## src/rtl/cordic_req_arbiter.sv

```systemverilog
// Two-requester arbiter/sequencer in front of the shared CORDIC core, with an in-order tag FIFO for result routing.
// Define CORDIC_ARB_FIXED_PRIO_EN for fixed priority (requester 0 always wins); the default build is round-robin.
module cordic_req_arbiter #(
    parameter int DEPTH = 16,
    parameter int CNT_W = 5
) (
    input  logic        HCLK,
    input  logic        HRESETn,
    input  logic        req0_valid,
    input  logic [31:0] req0_data,
    output logic        req0_ready,
    input  logic        req1_valid,
    input  logic [31:0] req1_data,
    output logic        req1_ready,
    output logic        rsp0_valid,
    output logic [31:0] rsp0_data,
    output logic        rsp1_valid,
    output logic [31:0] rsp1_data,
    output logic [31:0] in_interface,
    output logic        valid_in_interface,
    input  logic [31:0] out_interface,
    input  logic        valid_out_interface,
    output logic        busy,
    output logic        err_orphan
);
    localparam int AW = $clog2(DEPTH);

    logic [CNT_W-1:0] count;
    logic [AW-1:0]    wr_ptr;
    logic [AW-1:0]    rd_ptr;
    logic             tag_mem [DEPTH];
    logic             issue_ok;
    logic             grant0;
    logic             grant1;
    logic             push;
    logic             pop;
    logic             orphan;
    logic             head_tag;

    // A request transfers on a cycle where reqN_valid && reqN_ready; ready is raised only for the
    // arbitration winner while a slot is free, so ready and the handshake are the same signal.
    assign issue_ok = (count < CNT_W'(DEPTH));

`ifdef CORDIC_ARB_FIXED_PRIO_EN
    assign grant0 = issue_ok && req0_valid;
    assign grant1 = issue_ok && req1_valid && !req0_valid;
`else
    logic last;
    assign grant0 = issue_ok && req0_valid && (!req1_valid || last);
    assign grant1 = issue_ok && req1_valid && (!req0_valid || !last);
`endif

    assign req0_ready = grant0;
    assign req1_ready = grant1;
    assign push       = grant0 || grant1;
    // The counter equals FIFO occupancy, so it doubles as the empty check.
    assign pop        = valid_out_interface && (count != '0);
    assign orphan     = valid_out_interface && (count == '0);
    assign head_tag   = tag_mem[rd_ptr];

    always_ff @(posedge HCLK) begin
        if (push) begin
            tag_mem[wr_ptr] <= grant1;
        end
    end

    always_ff @(posedge HCLK) begin
        if (!HRESETn) begin
            count              <= '0;
            wr_ptr             <= '0;
            rd_ptr             <= '0;
            in_interface       <= '0;
            valid_in_interface <= 1'b0;
            rsp0_valid         <= 1'b0;
            rsp0_data          <= '0;
            rsp1_valid         <= 1'b0;
            rsp1_data          <= '0;
            busy               <= 1'b0;
            err_orphan         <= 1'b0;
`ifndef CORDIC_ARB_FIXED_PRIO_EN
            last               <= 1'b1;
`endif
        end else begin
            valid_in_interface <= push;
            if (push) begin
                in_interface <= grant1 ? req1_data : req0_data;
                wr_ptr       <= wr_ptr + 1'b1;
`ifndef CORDIC_ARB_FIXED_PRIO_EN
                last         <= grant1;
`endif
            end
            if (pop) begin
                rd_ptr <= rd_ptr + 1'b1;
            end
            case ({push, pop})
                2'b10:   count <= count + 1'b1;
                2'b01:   count <= count - 1'b1;
                default: count <= count;
            endcase
            rsp0_valid <= pop && !head_tag;
            rsp1_valid <= pop && head_tag;
            if (pop && !head_tag) begin
                rsp0_data <= out_interface;
            end
            if (pop && head_tag) begin
                rsp1_data <= out_interface;
            end
            if (orphan) begin
                err_orphan <= 1'b1;
            end
            busy <= (count != '0);
        end
    end
endmodule

```

## config.mk

```make
export PLATFORM = sky130hd
export DESIGN_NAME = cordic_req_arbiter
export DESIGN_NICKNAME = d
export VERILOG_FILES = /design/src/rtl/cordic_req_arbiter.sv
export SDC_FILE = /design/constraint.sdc
export NUM_CORES = 1
export LEC_CHECK = 0
export CAP_MARGIN = 20
export CORE_MARGIN = 2
export CORE_UTILIZATION = 62
export DETAILED_ROUTE_END_ITERATION = 8
export DONT_BUFFER_PORTS = 1
export HOLD_SLACK_MARGIN = 0.08
export PLACE_DENSITY = 0.78
export SLEW_MARGIN = 20
export SYNTH_ARGS = -nofsm -noshare
export SYNTH_HDL_FRONTEND = slang
export SYNTH_SLANG_ARGS = --single-unit
```

## constraint.sdc

```tcl
create_clock -name HCLK -period 5.05 [get_ports HCLK]
set_clock_uncertainty 0.15 [all_clocks]
set_input_delay 1.2625 -clock HCLK [delete_from_list [all_inputs] [get_ports HCLK]]
set_output_delay 1.2625 -clock HCLK [all_outputs]
set_load 0.05 [all_outputs]
```

==> results by group <==
Floorplan
  – Die area: 10,000 sq um
  – Num rows: 35
  – Die height: 100 um
  – Chip width: 100 um
  – Io pins: 204
  – Initial Utilization: 62.9%
  – Total core area: 9110 sq um

Synth
  – Post-synthesis cell type count: 35
  – Ys Warns: 0
  – Syn avg cell area: 10.2 sq um
  – Area leader, netlist: dfxtp_1
  – Synth top area share: 41.6%
  – Syn_nets: 673
  – Synth top area cells: dfxtp_1, mux2i_1, nand2_1
  – Sequential share of the synthesized area: 49.9%
  – Seq cells post-synth: 135
  – Synthesized instance count: 563
  – Mapped cell area: 5730 sq um

Place
  – I/O Buffers: 0
  – HPWL after detailed placement: 7550 um
  – Routability cong.: 0.754
  – Placed cells: 635
  – Placed cell area: 5660 sq um
  – Pre-CTS setup slack: 1.49 ns

CTS
  – Reg clk slew, reported paths: 0.07 ns
  – Worst-Skew Late Latency: 0.51 ns
  – CTS tree: yes
  – Hold Buf Count CTS: 0
  – Root buf cell: clkbuf_8
  – CTS buffer count: 17
  – Clock net sink count: 135
  – Setup bufs post-CTS: 0
  – Post-cts repair resize count: 0
  – Bufs on Longest Clock Path: 2
  – CTS HTree Levels: 4

STA
  – Highest clock rate: 0.284 GHz
  – Setup TNS: 0 ns
  – Worst Setup Slack, final: 1.52 ns
  – Setup-failing EPs final: 0
  – Final min period: 3.53 ns
  – Final cycle utilization of the critical path: 69.8%
  – RSZ-0062 raised after global routing: false
  – Hold slack: 0.375 ns
  – Worst slew pin tran: 1.03 ns
  – Relative slew slack: 31.5%
  – Slew Limit Fails: 0
  – Final Hold Viols: 0

Critical path
  – Slowest stage cell, crit path: inv_1
  – CP Cell Sequence: nand2b_1 > a21o_2 > inv_1
  – Crit path capture type: primary output
  – Largest stage delay, worst path: 0.60 ns
  – Worst r2r path cells: 10
  – Worst path bufs/invs: 1
  – Worst EP required: 3.64 ns
  – Crit start category: input port
  – Type of the worst setup path: input port to primary output
  – Crit path max-delay family: buffers and inverters
  – Crit. path cell count: 3
  – Critical path arrival: 2.11 ns
  – Critical path peak fanout: 17

Route
  – Highest metal used: met4
  – DR iter-0 viols: 109
  – Antenna-violating nets left: 0
  – Routed WL: 11,000 um
  – M1 wire length: 4410 um
  – DRC Markers: 0
  – WL per Instance: 16.5 um
  – Via count: 3,795
  – Met2 wire length: 5680 um
  – Vias per cell: 5.69
  – Met3 Routed Length: 732 um
  – DRT Pass-1 Iters: 4

Layout
  – Commonest non-fill, non-tap cell in the layout: nand2_1
  – Layout cell share with drive strength beyond 1: 7.19%
  – Finished Core Util: 68.8%
  – Final instance area: 6260 sq um
  – Commonest non-fill, non-tap cells in the layout: nand2_1, dfxtp_1, mux2i_1, o211a_1, nor2_1
  – Area growth syn-to-layout: 9.28%
  – Final #Nets: 653
  – Non-Filler Instances: 667
  – N_diodes: 0

Pwr
  – Max rail drop VDD: 0.279 mV
  – Pleak: 3.16 nW
  – Pwr Total: 4.00 mW
  – Pwr per Cell Area: 639 nW/um^2

Status
  – Status: finished clean

Run
  – Max-cap viol count: 0

Min path
  – HP Class: register to register
  – Hold depth: 2

Global route
  – First-pass GRT wire length: 16,900 um
  – Vias in the first global route: 3,656
  – Largest net degree at the start of global routing: 150
  – GR Overflow Total: 0
  – Gr usage total: 21.3%
  – Initial antenna violation count: 0
[cell families (layout without fill, tap and decap cells)]
family | count (synthesis) | after routing | share of synthesized area [%]
and+or+nand+nor | 199 | 199 | 14.7
DFF | 135 | 135 | 49.9
muxes | 109 | 109 | 19.0
AOI/OAI and AO/OA | 53 | 53 | 8.29
buffers and inverters | 48 | 41 | 4.58
xor gates and xnor gates | 10 | 10 | 1.53
adders and majority gates | 9 | 9 | 1.96
[where the power goes]
group          leakage [nW]  switching (mW)  total (mW)  internal, mW
Sequential             1.12           0.762        2.06          1.30
Clock                 0.290           0.483        1.23         0.745
Combinational          1.75           0.379       0.710         0.331
Total                  3.16            1.62        4.00          2.38
[worst min-delay path, delay by kind of cell, from the launching register on]
family / cells / cell delay [ns]
DFF: 1 / 0.33
and+or+nand+nor: 1 / 0.08
AOI/OAI and AO/OA: 1 / 0.07
[final timing paths]
check | end | slack [ns] | from
max | req1_ready | 1.52 | req1_valid
min | count[3] | 0.38 | count[3]
max reg2reg | count[4] | 1.94 | count[1]
min reg2reg | count[3] | 0.38 | count[3]
[synthesized netlist by cell type, drive strengths merged]
| cell | n |
|---|---|
| mux2i | 109 |
| dfxtp | 119 |
| nand3 | 5 |
| o211ai | 2 |
| clkbuf | 29 |
| o22a | 1 |
| or4 | 1 |
| o211a | 32 |
| edfxtp | 16 |
| nor2 | 18 |
| a221oi | 1 |
| o21ai | 4 |
| ha | 9 |
| xnor2 | 6 |
| nand2b | 8 |
| nor2b | 9 |
| or3 | 1 |
| nand2 | 141 |
| a21boi | 1 |
| nor3 | 4 |
| inv | 6 |
| buf | 13 |
| o21a | 1 |
| o22ai | 1 |
| xor2 | 4 |
| a21oi | 3 |
| a21o | 3 |
| nand4 | 2 |
| a22oi | 4 |
| and2 | 10 |
[registers in the layout, summed over array words and instances (netlist names), named ones only]
| name | flops |
|---|---|
| busy | 1 |
| tag_mem | 16 |
| count | 5 |
| rsp0_valid | 1 |
| err_orphan | 1 |
| rsp1_data | 32 |
| rsp0_data | 32 |
| last | 1 |
| valid_in_interface | 1 |
| rsp1_valid | 1 |
| rd_ptr | 4 |
| in_interface | 32 |
| wr_ptr | 4 |
[metal layers]
layer / vias to the layer above / global-route usage (%)
li1: 1874 / -
met1: 1784 / 23.7
met2: 123 / 36.8
met3: 14 / 7.66
met4: 0 / 9.17
met5: - / 0
[area by class of cell]
cell class	instances	area (sq um)
Multi-Input combinational cell	380	2620
Sequential cell	135	2860
Clock buffer	19	442
Inverter	6	22.5
Clock inverter	13	159
Timing Repair Buffer	3	22.5
Tap cell	111	139
Fill cell	689	2840
Power figures use the tool's default switching activity.
